==> config.mk <==
export PLATFORM = sky130hd
export DESIGN_NAME = pipe_ctrl_flat
export DESIGN_NICKNAME = d
export VERILOG_FILES = /design/src/rtl/pipe_ctrl_pkg.sv /design/src/rtl/pipe_ctrl_if.sv /design/src/rtl/pipe_ctrl_sat_counter.sv /design/src/rtl/pipe_ctrl.sv /design/src/flat_wrapper.sv
export SDC_FILE = /design/constraint.sdc
export NUM_CORES = 1
export LEC_CHECK = 0
export ABC_AREA = 0
export CAP_MARGIN = 20
export CORE_ASPECT_RATIO = 0.7
export CORE_UTILIZATION = 45
export CTS_CLUSTER_DIAMETER = 60
export CTS_CLUSTER_SIZE = 12
export DETAILED_ROUTE_END_ITERATION = 16
export PLACE_DENSITY = 0.83
export SYNTH_ARGS = -nofsm -noshare
export SYNTH_HDL_FRONTEND = slang
export SYNTH_HIERARCHICAL = 1
export SYNTH_SLANG_ARGS = --single-unit
==> constraint.sdc <==
create_clock -name clk -period 5.25 [get_ports clk]
set_input_delay 0.7875 -clock clk [delete_from_list [all_inputs] [get_ports clk]]
set_output_delay 0.7875 -clock clk [all_outputs]
set_load 0.03 [all_outputs]
==> src/rtl/pipe_ctrl_pkg.sv <==
// Shared definitions for the pipeline stall/flush controller.
//
// Stage map used throughout the pipeline sources:
//   A = fetch, B = decode, C = execute, D = memory, E = writeback.
package pipe_ctrl_pkg;

    // Controller state: either letting the pipeline run or holding it for mul/div.
    typedef enum logic {
        RUN     = 1'b0,
        MD_WAIT = 1'b1
    } state_t;

    // Default cycle budget for a mul/div op before it is abandoned.
    localparam int MD_TIMEOUT_DEFAULT = 64;

    // Register-file address width.
    localparam int REG_AW = 5;

endpackage

==> src/rtl/pipe_ctrl_if.sv <==
// Hazard-control bundle between the pipeline datapath and the controller.
// master = pipeline side (reports hazards, consumes stalls/flushes),
// slave  = pipe_ctrl.
interface pipe_ctrl_if #(
    parameter int DATA_WIDTH = 32
);
    import pipe_ctrl_pkg::*;

    logic [REG_AW-1:0]     Rs1BH;
    logic [REG_AW-1:0]     Rs2BH;
    logic [REG_AW-1:0]     RdCH;
    logic                  MemReadCH;
    logic                  PCSrcCH;
    logic                  MdReqCH;
    logic                  MdDoneH;

    logic                  StallAH;
    logic                  StallBH;
    logic                  StallCH;
    logic                  FlushBH;
    logic                  FlushCH;
    logic                  MdStartH;
    logic                  MdErrH;
    logic [DATA_WIDTH-1:0] StallCountH;

    modport master (
        output Rs1BH, Rs2BH, RdCH, MemReadCH, PCSrcCH, MdReqCH, MdDoneH,
        input  StallAH, StallBH, StallCH, FlushBH, FlushCH, MdStartH, MdErrH, StallCountH
    );

    modport slave (
        input  Rs1BH, Rs2BH, RdCH, MemReadCH, PCSrcCH, MdReqCH, MdDoneH,
        output StallAH, StallBH, StallCH, FlushBH, FlushCH, MdStartH, MdErrH, StallCountH
    );

endinterface

==> src/rtl/pipe_ctrl_sat_counter.sv <==
// Saturating up-counter with increment enable and async active-low clear.
module sat_counter #(
    parameter int WIDTH = 32
) (
    input  logic             clk,
    input  logic             rst_n,
    input  logic             en,
    output logic [WIDTH-1:0] count
);

    // Count enabled cycles, sticking at all-ones instead of wrapping.
    // NOTE: sequential state uses non-blocking (<=) so every flop samples pre-edge values.
    always_ff @(posedge clk or negedge rst_n) begin
        if (!rst_n) begin
            count <= '0;
        end else if (en && (count != '1)) begin
            count <= count + 1'b1;
        end
    end

endmodule

==> src/rtl/pipe_ctrl.sv <==
// Stall/flush controller: load-use interlock, taken-branch flush and
// mul/div sequencing with a timeout watchdog, plus a stall-cycle counter.
module pipe_ctrl
    import pipe_ctrl_pkg::*;
#(
    parameter int DATA_WIDTH = 32,
    parameter int MD_TIMEOUT = MD_TIMEOUT_DEFAULT
) (
    input  logic        clk,
    input  logic        rst_n,
    pipe_ctrl_if.slave  bus
);

    localparam int              TMO_W    = $clog2(MD_TIMEOUT);
    localparam logic [TMO_W-1:0] TMO_LAST = TMO_W'(MD_TIMEOUT - 1);

    state_t           state_q, state_d;
    logic [TMO_W-1:0] tmo_q, tmo_d;
    logic             err_q;
    logic             abort;
    logic             load_use;

    logic stall_a, stall_b, stall_c, flush_b, flush_c, md_start;

    // Load in C writes a register the instruction in B wants to read.
    assign load_use = bus.MemReadCH && (bus.RdCH != '0) &&
                      ((bus.RdCH == bus.Rs1BH) || (bus.RdCH == bus.Rs2BH));

    // Next-state and control outputs; everything forced quiet while in reset.
    // NOTE: every signal gets a default first so no path through the block infers a latch.
    always_comb begin
        state_d  = state_q;
        tmo_d    = tmo_q;
        abort    = 1'b0;
        stall_a  = 1'b0;
        stall_b  = 1'b0;
        stall_c  = 1'b0;
        flush_b  = 1'b0;
        flush_c  = 1'b0;
        md_start = 1'b0;

        if (rst_n) begin
            unique case (state_q)
                RUN: begin
                    if (bus.PCSrcCH) begin
                        // Younger instructions in B and C are wrong-path: drop them.
                        flush_b = 1'b1;
                        flush_c = 1'b1;
                    end else if (bus.MdReqCH) begin
                        md_start = 1'b1;
                        stall_a  = 1'b1;
                        stall_b  = 1'b1;
                        stall_c  = 1'b1;
                        tmo_d    = '0;
                        state_d  = MD_WAIT;
                    end else if (load_use) begin
                        // Hold A/B one cycle and send a bubble into C.
                        stall_a = 1'b1;
                        stall_b = 1'b1;
                        flush_c = 1'b1;
                    end
                end

                MD_WAIT: begin
                    if (bus.MdDoneH) begin
                        // Result valid: release the pipeline this same cycle.
                        state_d = RUN;
                    end else if (tmo_q == TMO_LAST) begin
                        // Unit never answered: drop the op and flag it.
                        flush_c = 1'b1;
                        abort   = 1'b1;
                        state_d = RUN;
                    end else begin
                        stall_a = 1'b1;
                        stall_b = 1'b1;
                        stall_c = 1'b1;
                        tmo_d   = tmo_q + 1'b1;
                    end
                end

                default: state_d = RUN;
            endcase
        end
    end

    // State, watchdog counter and sticky error flag.
    always_ff @(posedge clk or negedge rst_n) begin
        if (!rst_n) begin
            state_q <= RUN;
            tmo_q   <= '0;
            err_q   <= 1'b0;
        end else begin
            state_q <= state_d;
            tmo_q   <= tmo_d;
            err_q   <= err_q | abort;
        end
    end

    sat_counter #(
        .WIDTH (DATA_WIDTH)
    ) u_stall_count (
        .clk   (clk),
        .rst_n (rst_n),
        .en    (stall_a),
        .count (bus.StallCountH)
    );

    assign bus.StallAH  = stall_a;
    assign bus.StallBH  = stall_b;
    assign bus.StallCH  = stall_c;
    assign bus.FlushBH  = flush_b;
    assign bus.FlushCH  = flush_c;
    assign bus.MdStartH = md_start;
    assign bus.MdErrH   = err_q;

endmodule

==> src/flat_wrapper.sv <==
// flat-port wrapper written by rule: the top's interface ports become plain ports
module pipe_ctrl_flat import pipe_ctrl_pkg::*;
#(
    parameter int DATA_WIDTH = 32,
    parameter int MD_TIMEOUT = MD_TIMEOUT_DEFAULT
)
  (clk, rst_n, bus_Rs1BH, bus_Rs2BH, bus_RdCH, bus_MemReadCH, bus_PCSrcCH, bus_MdReqCH, bus_MdDoneH, bus_StallAH, bus_StallBH, bus_StallCH, bus_FlushBH, bus_FlushCH, bus_MdStartH, bus_MdErrH, bus_StallCountH);
  pipe_ctrl_if #(.DATA_WIDTH(DATA_WIDTH)) bus_i ();
  input  logic clk;
  input  logic rst_n;
  input wire logic [$bits(bus_i.Rs1BH)-1:0] bus_Rs1BH;
  input wire logic [$bits(bus_i.Rs2BH)-1:0] bus_Rs2BH;
  input wire logic [$bits(bus_i.RdCH)-1:0] bus_RdCH;
  input wire logic [$bits(bus_i.MemReadCH)-1:0] bus_MemReadCH;
  input wire logic [$bits(bus_i.PCSrcCH)-1:0] bus_PCSrcCH;
  input wire logic [$bits(bus_i.MdReqCH)-1:0] bus_MdReqCH;
  input wire logic [$bits(bus_i.MdDoneH)-1:0] bus_MdDoneH;
  output wire logic [$bits(bus_i.StallAH)-1:0] bus_StallAH;
  output wire logic [$bits(bus_i.StallBH)-1:0] bus_StallBH;
  output wire logic [$bits(bus_i.StallCH)-1:0] bus_StallCH;
  output wire logic [$bits(bus_i.FlushBH)-1:0] bus_FlushBH;
  output wire logic [$bits(bus_i.FlushCH)-1:0] bus_FlushCH;
  output wire logic [$bits(bus_i.MdStartH)-1:0] bus_MdStartH;
  output wire logic [$bits(bus_i.MdErrH)-1:0] bus_MdErrH;
  output wire logic [$bits(bus_i.StallCountH)-1:0] bus_StallCountH;
  assign bus_i.Rs1BH = bus_Rs1BH;
  assign bus_i.Rs2BH = bus_Rs2BH;
  assign bus_i.RdCH = bus_RdCH;
  assign bus_i.MemReadCH = bus_MemReadCH;
  assign bus_i.PCSrcCH = bus_PCSrcCH;
  assign bus_i.MdReqCH = bus_MdReqCH;
  assign bus_i.MdDoneH = bus_MdDoneH;
  assign bus_StallAH = bus_i.StallAH;
  assign bus_StallBH = bus_i.StallBH;
  assign bus_StallCH = bus_i.StallCH;
  assign bus_FlushBH = bus_i.FlushBH;
  assign bus_FlushCH = bus_i.FlushCH;
  assign bus_MdStartH = bus_i.MdStartH;
  assign bus_MdErrH = bus_i.MdErrH;
  assign bus_StallCountH = bus_i.StallCountH;
  pipe_ctrl #(.DATA_WIDTH(DATA_WIDTH), .MD_TIMEOUT(MD_TIMEOUT)) u_core (.clk(clk), .rst_n(rst_n), .bus(bus_i));
endmodule
==> flow_metrics.env <==
export IMPL_worstPathMaxFanout=8
export IMPL_crit_path_end_kind="output pin"
export IMPL_finish_net_count=306
export IMPL_drc=0
export IMPL_grt_setup_unrepaired="no"
export IMPL_netlist_instances=219
export IMPL_port_buffers=59
export IMPL_ys_flop_type="dfrtp_1"
export IMPL_syn_area_mm2=0.00222
export IMPL_cp_arrival_ps=3000
export IMPL_rows=20
export IMPL_crit_slowest_cell="clkdlybuf4s50_1"
export IMPL_synth_distinct_cells=46
export IMPL_path_common_cell="clkdlybuf4s50_1"
export IMPL_drt_iter0_markers=100
export IMPL_critPathTopFamily="buffers and inverters"
export IMPL_fillers=375
export IMPL_fmax_ghz=0.264
export IMPL_cellInternalPower_mw=0.521
export IMPL_die_width_um=86.0
export IMPL_wl_per_cell_um=15.0
export IMPL_max_slew_margin_pct=50.5
export IMPL_initial_core_util_pct=49.1
export IMPL_dieArea_mm2=0.00523
export IMPL_setup_violations=0
export IMPL_ir_drop_mv=0.239
export IMPL_maxCapViolCount=0
export IMPL_gp_congestion=0.876
export IMPL_grt_pass1_wl_mm=8.65
export IMPL_clkSinkCount=40
export IMPL_via_per_inst=5.35
export IMPL_synthTopCellsByArea="dfrtp_1, xnor2_1, xor2_1"
export IMPL_vias=1873
export IMPL_drt_wl_total_mm=5.27
export IMPL_grt_max_degree=29
export IMPL_p_switching_mw=0.236
export IMPL_htreeDepth=2
export IMPL_ctsResizeCount=0
export IMPL_hold_class="primary input to async pin"
export IMPL_synth_commonest_cells="dfrtp_1, xnor2_1, nand2_1"
export IMPL_diodes=0
export IMPL_finClkSkew_ps=5.73
export IMPL_finalCritPeriodShare_pct=72.1
export IMPL_synth_most_common_cell="dfrtp_1"
export IMPL_gr_total_overflow=0
export IMPL_syn2layout_area_growth_pct=33.4
export IMPL_insertion_delay_ps=290
export IMPL_cp_start_kind="primary input"
export IMPL_p_leak_nw=1.19
export IMPL_drt_pass1_iter_count=4
export IMPL_antenna_left=0
export IMPL_post_cts_buffers=0
export IMPL_final_max_slew_viol_count=0
export IMPL_swShare_pct=31.2
export IMPL_place_hpwl_mm=4.00
export IMPL_worstPathCellList="clkdlybuf4s50_1 > xor2_1 > nor3_1 > a22oi_1 > o31ai_1 > buf_4 > clkdlybuf4s50_1"
export IMPL_hold_viol=0
export IMPL_synth_edf_count=0
export IMPL_hold_buffers=0
export IMPL_cp_num_buf_inv=3
export IMPL_pwr_share_comb_pct=24.2
export IMPL_synthesis_nets=242
export IMPL_grt_use_total_pct=22.0
export IMPL_path_clk_slew_ps=80
export IMPL_cts_root_buffer="clkbuf_8"
export IMPL_seq_power_share_pct=48.6
export IMPL_clockPowerShare_pct=27.2
export IMPL_path_class="primary input to output pin"
export IMPL_status="finished clean"
export IMPL_synth_ff_latch_count=40
export IMPL_pin_count=60
export IMPL_cts_inserted_buffers=5
export IMPL_period_needed_ps=3790
export IMPL_synth_area_leader_cell="dfrtp_1"
export IMPL_tns_ps=0
export IMPL_synth_top_cell_area_share_pct=45.0
export IMPL_coreArea_mm2=0.00453
export IMPL_async_flop_share_pct=100
export IMPL_grt_pass1_vias=1728
export IMPL_worst_pin_slew_ps=736
export IMPL_cts_tree="yes"
export IMPL_antenna_found_initial=0
export IMPL_synth_seq_area_share_pct=45.0
export IMPL_max_stage_delay_ps=680
export IMPL_fin_hold_ws_ps=417
export IMPL_drive_above_1_share_pct=8.80
export IMPL_synth_avg_cell_area_um2=10.2
export IMPL_clockBufferDepth=2
export IMPL_ys_warn_count=6
export IMPL_power_density_mw_per_mm2=255
export IMPL_dieHeight_um=60.8
export IMPL_critPathRequiredTime_ps=4460
final timing paths:
path | startpoint | endpoint | slack, ps | cells after the start
min in group clk | u_core/bus.MdErrH | u_core/bus.MdErrH | 470 | 1
min reg2reg | u_core/bus.MdErrH | u_core/bus.MdErrH | 470 | 1
max reg2reg | u_core/tmo_q[0] | u_core/u_stall_count/count[29] | 2360 | 11
min | rst_n | u_core/u_stall_count/count[3] | 420 | 1
max in group asynchronous | rst_n | u_core/u_stall_count/count[30] | 4150 | 2
max | bus_RdCH[3] | bus_StallAH | 1460 | 7
sequential cells by signal, indices dropped and copies added, names as in the netlist:
register / count
u_core/bus.MdErrH: 1
u_core/u_stall_count/count: 32
u_core/state_q: 1
u_core/tmo_q: 6
layer usage:
metal / share of wire, % / vias up / wire [um] / GRT usage, %
met5: 0 / - / 0 / 0
met4: 0.28 / 0 / 15 / 5.71
met3: 5.8 / 2 / 304 / 4.49
met2: 41 / 57 / 2190 / 32.3
met1: 52 / 886 / 2760 / 33.3
li1: - / 928 / - / -
kinds of logic after synthesis:
group / synth area share [%]
AO/OA/AOI/OAI: 7.93
XOR/XNOR: 15.4
adder cells (fa/ha/maj): 1.13
buffers and inverters: 2.19
flip-flops: 45.0
multiplexers: 1.01
AND/OR/NAND/NOR: 27.3
final cells by class:
| class | count | area, um2 | area share (%) |
|---|---|---|---|
| multi-input combinational | 171 | 1170 | 39.6 |
| sequential | 40 | 1000 | 33.8 |
| timing repair buffer | 61 | 601 | 20.3 |
| clock buffer | 6 | 82.6 | 2.78 |
| tap | 66 | 82.6 | 2.78 |
| inverter | 4 | 15.0 | 0.506 |
| clock inverter | 2 | 10.0 | 0.338 |
power groups by stage:
stage	registers [mW]	clock network [mW]	logic, mW
global placement	0.372	0	0.178
detailed placement	0.373	0	0.184
floorplan	0.401	0	0.0687
CTS	0.367	0.212	0.185
global route	0.373	0.226	0.199
finish	0.368	0.205	0.183
placed cells by master, fill, tap and decap left out, types with 6 or more instances in the layout:
cell | synthesis | routed
clkbuf_8 | 0 | 6
xnor2_1 | 24 | 24
nor2_1 | 13 | 13
nand3_1 | 19 | 19
xor2_1 | 15 | 15
nand4_1 | 15 | 15
dfrtp_1 | 40 | 40
nand2_1 | 20 | 20
o21ai_0 | 6 | 6
clkdlybuf4s50_1 | 0 | 58
worst register-to-register path: stages (launching register included):
cell and delay, ps:
dfrtp_1 420, ha_1 250, nand3_1 160, o21a_1 170, o21ai_0 110, o31ai_1 230, buf_4 210, and3_1 220
nor2b_1 520, nand4_1 180, nor4_2 200, xor2_1 160
metrics by stage:
step	worst slack [ps]	total power, mW	cell area [um2]	util (%)	instances
final	1460	0.757	2970	65.5	350
after global routing	1280	0.798	2970	65.5	350
after CTS	1470	0.764	2970	65.5	350
after detailed placement	1480	0.557	2870	63.4	342
after global placement	1600	0.550	2870	63.4	342
after floorplan	1560	0.470	2220	-	219
Note: power is estimated with default switching activity, not from simulation.
